### src/rtl/keypad_scanner_if.sv
// rtl/keypad_scanner_if.sv - keypad matrix and key-event signals between scanner and its neighbours
interface keypad_scanner_if;
  logic [3:0] Row;
  logic [2:0] Col;
  logic [3:0] key_code;
  logic       key_valid;
  logic       key_held;

  modport master (
    input  Row,
    output Col,
    output key_code,
    output key_valid,
    output key_held
  );

  modport slave (
    output Row,
    input  Col,
    input  key_code,
    input  key_valid,
    input  key_held
  );
endinterface

### src/rtl/keypad_scanner.sv
// rtl/keypad_scanner.sv - 4x3 keypad column scanner with whole-frame press/release debounce
module keypad_scanner #(
  parameter int SCAN_DIV        = 4,
  parameter int DEBOUNCE_FRAMES = 3
) (
  input  logic              clock,
  input  logic              reset,
  keypad_scanner_if.master  kp
);

  localparam int DIVW = $clog2(SCAN_DIV);
  localparam int CNTW = $clog2(DEBOUNCE_FRAMES + 1);

  typedef enum logic [1:0] {IDLE, DEBOUNCE, PRESSED, RELEASE} state_t;

  logic [DIVW-1:0] div_q;
  logic [1:0]      col_idx_q;
  logic [2:0]      col_q;
  logic [11:0]     hit_q;
  state_t          state_q, state_d;
  logic [3:0]      cand_q, cand_d;
  logic [CNTW-1:0] cnt_q, cnt_d;
  logic [3:0]      code_q, code_d;
  logic            valid_q, valid_d;
  logic            held_q, held_d;

  logic            slot_end, frame_end;
  logic [11:0]     sample_vec, frame_vec;
  logic [3:0]      nbits, idx;
  logic            is_none, is_single;

  assign slot_end  = (div_q == DIVW'(SCAN_DIV - 1));
  assign frame_end = slot_end && (col_idx_q == 2'd2);

  // The column-2 sample is merged combinationally so the frame is classified on its final cycle.
  always_comb begin
    sample_vec = '0;
    for (int r = 0; r < 4; r++) begin
      for (int c = 0; c < 3; c++) begin
        if (col_idx_q == 2'(c)) sample_vec[r*3+c] = kp.Row[r];
      end
    end
    frame_vec = hit_q | sample_vec;
  end

  always_comb begin
    nbits = '0;
    idx   = '0;
    for (int i = 0; i < 12; i++) nbits = nbits + 4'(frame_vec[i]);
    for (int i = 11; i >= 0; i--) begin
      if (frame_vec[i]) idx = 4'(i);
    end
    is_none   = (nbits == 4'd0);
    is_single = (nbits == 4'd1);
  end

  always_ff @(posedge clock) begin
    if (reset) begin
      div_q     <= '0;
      col_idx_q <= '0;
      col_q     <= 3'b001;
      hit_q     <= '0;
    end else if (slot_end) begin
      div_q     <= '0;
      col_idx_q <= (col_idx_q == 2'd2) ? 2'd0 : col_idx_q + 2'd1;
      col_q     <= {col_q[1:0], col_q[2]};
      hit_q     <= frame_end ? 12'd0 : frame_vec;
    end else begin
      div_q     <= div_q + DIVW'(1);
    end
  end

  always_ff @(posedge clock) begin
    if (reset) begin
      state_q <= IDLE;
      cand_q  <= '0;
      cnt_q   <= '0;
      code_q  <= '0;
      valid_q <= 1'b0;
      held_q  <= 1'b0;
    end else begin
      state_q <= state_d;
      cand_q  <= cand_d;
      cnt_q   <= cnt_d;
      code_q  <= code_d;
      valid_q <= valid_d;
      held_q  <= held_d;
    end
  end

  always_comb begin
    state_d = state_q;
    cand_d  = cand_q;
    cnt_d   = cnt_q;
    code_d  = code_q;
    valid_d = 1'b0;
    held_d  = held_q;
    if (frame_end) begin
      unique case (state_q)
        IDLE: begin
          if (is_single) begin
            state_d = DEBOUNCE;
            cand_d  = idx;
            cnt_d   = CNTW'(1);
          end
        end
        DEBOUNCE: begin
          if (is_single && idx == cand_q) begin
            if (cnt_q + CNTW'(1) == CNTW'(DEBOUNCE_FRAMES)) begin
              state_d = PRESSED;
              code_d  = cand_q;
              valid_d = 1'b1;
              held_d  = 1'b1;
            end else begin
              cnt_d = cnt_q + CNTW'(1);
            end
          end else if (is_single) begin
            cand_d = idx;
            cnt_d  = CNTW'(1);
          end else begin
            state_d = IDLE;
          end
        end
        PRESSED: begin
          if (!(is_single && idx == code_q)) begin
            state_d = RELEASE;
            cnt_d   = is_none ? CNTW'(1) : CNTW'(0);
          end
        end
        RELEASE: begin
          if (is_none) begin
            if (cnt_q + CNTW'(1) == CNTW'(DEBOUNCE_FRAMES)) begin
              state_d = IDLE;
              held_d  = 1'b0;
            end else begin
              cnt_d = cnt_q + CNTW'(1);
            end
          end else if (is_single && idx == code_q) begin
            state_d = PRESSED;
          end else begin
            cnt_d = '0;
          end
        end
        default: state_d = IDLE;
      endcase
    end
  end

  assign kp.Col       = col_q;
  assign kp.key_code  = code_q;
  assign kp.key_valid = valid_q;
  assign kp.key_held  = held_q;

endmodule

### src/flat_wrapper.sv
// flat-port wrapper written by rule: the top's interface ports become plain ports
module keypad_scanner_flat 
#(
  parameter int SCAN_DIV        = 4,
  parameter int DEBOUNCE_FRAMES = 3
)
  (clock, reset, kp_Row, kp_Col, kp_key_code, kp_key_valid, kp_key_held);
  keypad_scanner_if kp_i ();
  input  logic clock;
  input  logic reset;
  input wire logic [$bits(kp_i.Row)-1:0] kp_Row;
  output wire logic [$bits(kp_i.Col)-1:0] kp_Col;
  output wire logic [$bits(kp_i.key_code)-1:0] kp_key_code;
  output wire logic [$bits(kp_i.key_valid)-1:0] kp_key_valid;
  output wire logic [$bits(kp_i.key_held)-1:0] kp_key_held;
  assign kp_i.Row = kp_Row;
  assign kp_Col = kp_i.Col;
  assign kp_key_code = kp_i.key_code;
  assign kp_key_valid = kp_i.key_valid;
  assign kp_key_held = kp_i.key_held;
  keypad_scanner #(.SCAN_DIV(SCAN_DIV), .DEBOUNCE_FRAMES(DEBOUNCE_FRAMES)) u_core (.clock(clock), .reset(reset), .kp(kp_i));
endmodule
### config.mk
export PLATFORM = sky130hd
export DESIGN_NAME = keypad_scanner_flat
export DESIGN_NICKNAME = d
export VERILOG_FILES = /design/src/rtl/keypad_scanner_if.sv /design/src/rtl/keypad_scanner.sv /design/src/flat_wrapper.sv
export SDC_FILE = /design/constraint.sdc
export NUM_CORES = 1
export LEC_CHECK = 0
export ABC_AREA = 1
export CORE_UTILIZATION = 40
export DETAILED_ROUTE_END_ITERATION = 10
export PLACE_DENSITY_LB_ADDON = 0.12
export SYNTH_ARGS = -nofsm -noshare
export SYNTH_HDL_FRONTEND = slang
export SYNTH_SLANG_ARGS = --single-unit
export TNS_END_PERCENT = 5
### constraint.sdc
create_clock -name clock -period 8.7 [get_ports clock]
set_clock_uncertainty 0.1 [all_clocks]
set_input_delay 1.74 -clock clock [delete_from_list [all_inputs] [get_ports clock]]
set_output_delay 1.74 -clock clock [all_outputs]
set_load 0.02 [all_outputs]
Word level (Yosys, flattened, before mapping)
Cells that the tools add are included.
{"block": "totals", "ff_bits": 33, "inputBits": 6, "output_inout_bits": 9, "elab_cells": 117}
{"block": "classes", "addsub": 14, "eq_ne": 22, "muxes": 52, "n_bitwise": 4, "n_reduce_logical": 15}
{"operator": "$mux W4", "count": 14}
{"operator": "$add A4 B1 Y4", "count": 10}
{"operator": "$mux W2", "count": 15}
{"operator": "$mux W1", "count": 18}
{"operator": "$pmux W2 S4", "count": 2}
{"operator": "$mux W12", "count": 1}
{"operator": "$or A12 B12 Y12", "count": 1}
{"operator": "$eq A2 B2 Y1 const B", "count": 5}
{"operator": "$ne A2 B1 Y1 const B", "count": 5}
{"operator": "$ne A3 B3 Y1 const B", "count": 3}
{"operator": "$eq A4 B4 Y1", "count": 2}
{"operator": "$pmux W4 S2", "count": 1}
{"operator": "$reduce_and A7 Y1", "count": 1}
{"operator": "$add A2 B1 Y2 const B", "count": 3}
{"operator": "$reduce_and A3 Y1", "count": 2}
{"operator": "$reduce_and A6 Y1", "count": 1}
{"operator": "$eq A2 B1 Y1 const B", "count": 2}
{"operator": "$eq A4 B1 Y1 const B", "count": 1}
{"operator": "$logic_not A2 Y1", "count": 2}
{"operator": "$logic_not A4 Y1", "count": 1}
{"operator": "$ne A2 B2 Y1 const B", "count": 2}
{"operator": "$reduce_and A4 Y1", "count": 1}
{"operator": "$reduce_bool A2 Y1", "count": 2}
{"operator": "$reduce_or A4 Y1", "count": 1}
{"operator": "7 further kinds", "count": 11}

Longest topological paths before layout
{"block": "depth", "ltp_word": 20, "ltp_mapped": 27, "depth_no_buf": 27}

Worst setup path before layout
Ideal clock, no wire load.
{"block": "synth_timing", "path_type": "in2reg", "start": "input port kp_Row[0]", "end": "register u_core.code_q[0], in the netlist u_core.kp.key_code[0]", "setup_ps": 120, "t_arrival_ps": 5946, "t_required_ps": 8480, "setup_slack_ps": 2534, "path_stages": 23, "path_buffers": 0, "path_cell_list": "a21oi_4 -> inv_1 -> ha_1 -> inv_1 -> fa_1 -> fa_1 -> inv_1 -> fa_1 -> inv_1 -> fa_1 -> fa_1 -> xor2_1 -> o211ai_1 -> nor3_2 -> inv_1 -> a21oi_2 -> o211ai_1 -> nor2_2 -> nand4_1 -> inv_2 -> nand2_2 -> o21ai_1 -> a21oi_1"}
{"block": "synth_via", "elab_chain_len": 16, "elab_cells_between_ends": 22, "classes_between": "add/sub: 11; eq/ne: 2; mux: 6; bitwise: 1; reduce/logical: 2"}
{"item": "start, declared", "line": "flat_wrapper.sv:11", "text": "input wire logic [$bits(kp_i.Row)-1:0] kp_Row;"}
{"item": "$mux W1", "line": "keypad_scanner.sv:40", "text": "if (col_idx_q == 2'(c)) sample_vec[r*3+c] = kp.Row[r];"}
{"item": "$or A12 B12 Y12 *", "line": "keypad_scanner.sv:43", "text": "frame_vec = hit_q | sample_vec;"}
{"item": "$add A1 B1 Y2", "line": "keypad_scanner.sv:49", "text": "for (int i = 0; i < 12; i++) nbits = nbits + 4'(frame_vec[i]);"}
{"item": "$add A4 B1 Y4 (10 in series)", "line": "keypad_scanner.sv:49"}
{"item": "$eq A4 B1 Y1", "line": "keypad_scanner.sv:54", "text": "is_single = (nbits == 4'd1);"}
{"item": "$logic_and A1 B1 Y1 *", "line": "keypad_scanner.sv:108", "text": "if (is_single && idx == cand_q) begin"}
{"item": "$reduce_and A4 Y1 (no source line) *"}
{"item": "end signal, assigned", "line": "keypad_scanner.sv:85", "text": "code_q <= code_d;"}
{"item": "end, declared", "line": "keypad_scanner.sv:23", "text": "logic [3:0] code_q, code_d;"}
Mark *: on every way between the ends. The rest lies on a longest branch, timed or not.
A chain may end at the register's enable or synchronous reset.

Worst setup path after layout
{"block": "layout_timing", "start": "input port kp_Row[0]", "end": "register u_core.code_q[1], in the netlist u_core.kp.key_code[1]"}
Same word-level chain as after synthesis.

==> flow_summary.ini <==
[run_status]
status = complete, no violations

[layout]
num-nets-final = 335
fillers = 522
antenna_cells = 0
areaGrowthSynthToFinish_pct = 14.4
fin_area_mm2 = 0.00242
layout-drive-gt1-share_pct = 14.9

[drt]
drt_iter0_drc = 66
drcViolationCount = 0
drt_wl_total_mm = 4.47
routed-via-count = 1822
final_antenna_net_count = 0
viasPerCell = 4.72
wl_per_cell_um = 11.6
dr.pass1.iters = 4

[timing]
setup_slack_ps = 1870
finalSetupTns_ps = 0
fin_crit_ps = 6830
final_hold_viol_count = 0
whs_ps = 326
final_max_slew_viol_count = 0
rsz0062_at_grt = no
finalSetupViolations = 0
clock.fmax_mhz = 146
slew-limit-headroom_pct = 52.7
tightest_slew_ps = 706
final.period_utilization_pct = 78.5

[logic_synthesis]
synth.top_cell.area_share_pct = 31.2
netlist_top_cells_count = 62 x inv_1, 48 x nand2_1, 33 x dfxtp_1
yosys_most_used_dff = dfxtp_1
ys_seq_area_share_pct = 31.2
yosys-top-cells-area = dfxtp_1 31%, inv_1 11%, nand2_1 8.5%
synth_area_mm2 = 0.00212
yosysMostFrequentCell = inv_1
ys_seq_elements = 33
yosysTopAreaCell = dfxtp_1
syn_nets = 317
async_flop_share_pct = 0
synth_edf_count = 0
syn_inst = 297
avgSynthCellArea_um2 = 7.12
yosys_warnings = 0
synth_cell_types = 35

[clock_network]
cts_sinks = 33
insertion_delay_ps = 290
cts_max_path_buffers = 2
ctsHoldBuffers = 0
cts_buffers = 5
cts-resized-gates = 0
tritoncts = built
htree_num_levels = 2
clock-root-buffer = clkbuf_8
postCtsSetupBuffers = 0
clkSlewWorstSetupHoldPaths_ps = 70

[die]
start_util_pct = 41.4
die_area_mm2 = 0.00558
fp.dieH_um = 74.7
core_area_mm2 = 0.00511
design.portCount = 15
die_w_um = 74.7
rows = 26

[worst_setup_path]
worstPathRequired_ps = 8770
crit_type = in2reg
cp-end-kind = flop
crit_path_max_incr_delay_ps = 510
crit_slowest_cell = fa_1
critPathMaxFanout = 10
cp_cell_sequence = clkdlybuf4s50_1 > a21oi_4 > inv_1 > ha_1 > inv_1 > fa_1 > fa_1 > inv_1 > fa_1 > inv_1 > fa_1 > fa_1 > xor2_1 > o211ai_1 > nor3_2 > inv_1 > a21oi_2 > o211ai_1 > nor2_2 > nand4_1 > inv_2 > nand2_2 > o21ai_1 > a21oi_1
startpoint_type = input port
crit_arrival_ps = 6900

[job]
cap_violations = 0

[grt]
grt_pass1_vias = 1602
grt_first_pass_wirelength_mm = 7.45
grt_max_degree = 20
track_usage_pct = 17.9
grt_overflow = 0
antenna_found_initial = 0

[placed_design]
dpl_worst_slack_ps = 1540
port-buffer-count = 14
dpl_cell_area_mm2 = 0.00232
place_congestion = 0.883
dp_hpwl_mm = 3.55

[power]
p_per_area_mw_per_mm2 = 162
peakVddDrop_mv = 0.0892
leakagePower_uw = 0.00105

[worst_hold_path]
hp-class = reg2reg
path summary, 6_finish.rpt:
path | endpoint | cells past startpoint | from | slack [ps]
min | u_core.div_q[0] | 1 | u_core.div_q[0] | 330
min reg2reg | u_core.div_q[0] | 1 | u_core.div_q[0] | 330
max reg2reg | u_core.kp.key_code[1] | 24 | u_core.col_idx_q[1] | 3270
max | u_core.kp.key_code[1] | 24 | kp_Row[0] | 1870
layout make-up:
| type | instances | area [µm²] | area share [%] |
|---|---|---|---|
| multi-input combinational | 188 | 1160 | 48.0 |
| sequential | 33 | 661 | 27.3 |
| inverter | 73 | 274 | 11.3 |
| timing repair buffer | 14 | 140 | 5.79 |
| tap | 70 | 87.6 | 3.62 |
| clock buffer | 6 | 82.6 | 3.41 |
| clock inverter | 2 | 13.8 | 0.568 |
metrics by stage:
stage / total power, µW / utilization [%] / cells
after floorplan: 247 / - / 297
after global placement: 270 / 45.5 / 378
after detailed placement: 272 / 45.5 / 378
after CTS: 399 / 47.4 / 386
after global routing: 419 / 47.4 / 386
final: 391 / 47.4 / 386
sequential cells by signal, summed over array words and instances (netlist names), 2 cells and up:
name / cells
u_core.kp.key_code: 4
u_core.div_q: 2
u_core.col_idx_q: 2
u_core.hit_q: 12
u_core.state_q: 2
u_core.kp.Col: 3
u_core.cand_q: 4
u_core.cnt_q: 2
cells in the final DEF (no fill, tap or decap), drive strengths merged:
cell type,n
xnor2,1
dfxtp,33
a211oi,1
a2111oi,6
nand2,63
xor2,1
clkbuf,6
o21ai,21
o22a,1
nand3,18
a21oi,15
inv,71
nor4,1
nand4,6
nor2,29
o32ai,1
nor3,3
clkdlybuf4s50,14
o22ai,2
fa,7
ha,7
clkinv,4
or2,1
o211ai,4
where the power goes:
part / internal, µW / total [µW] / switching (µW)
registers: 154 / 155 / 1.65
logic: 40.9 / 112 / 71.1
clock network: 64.1 / 124 / 59.9
metal layers:
layer  share of wire (%)  vias up  routed length [µm]  GRT usage, %
met2                  42       44                1860          26.5
met1                  52      792                2320          25.6
met4                 1.4        0                  63          5.66
met3                 4.9        7                 221          4.02
li1                    -      979                   -             -
met5                   0        -                   0             0
cell families (layout without fill, tap and decap cells):
group,Yosys count,count (layout),share of synthesized area [%]
XOR/XNOR,2,2,0.828
adder cells (fa/ha/maj),14,14,10.8
buffers and inverters,76,95,13.8
AO/OA/AOI/OAI,51,51,16.1
AND/OR/NAND/NOR,121,121,27.2
flip-flops,33,33,31.2
worst max-delay path: cells and delay by family:
kind	cells	cell delay [ps]
buf+inv	7	920
xor+xnor	1	150
compound gates	6	840
fa+ha+maj	6	2510
simple gates	4	750
Note: power is estimated with default switching activity, not from simulation.
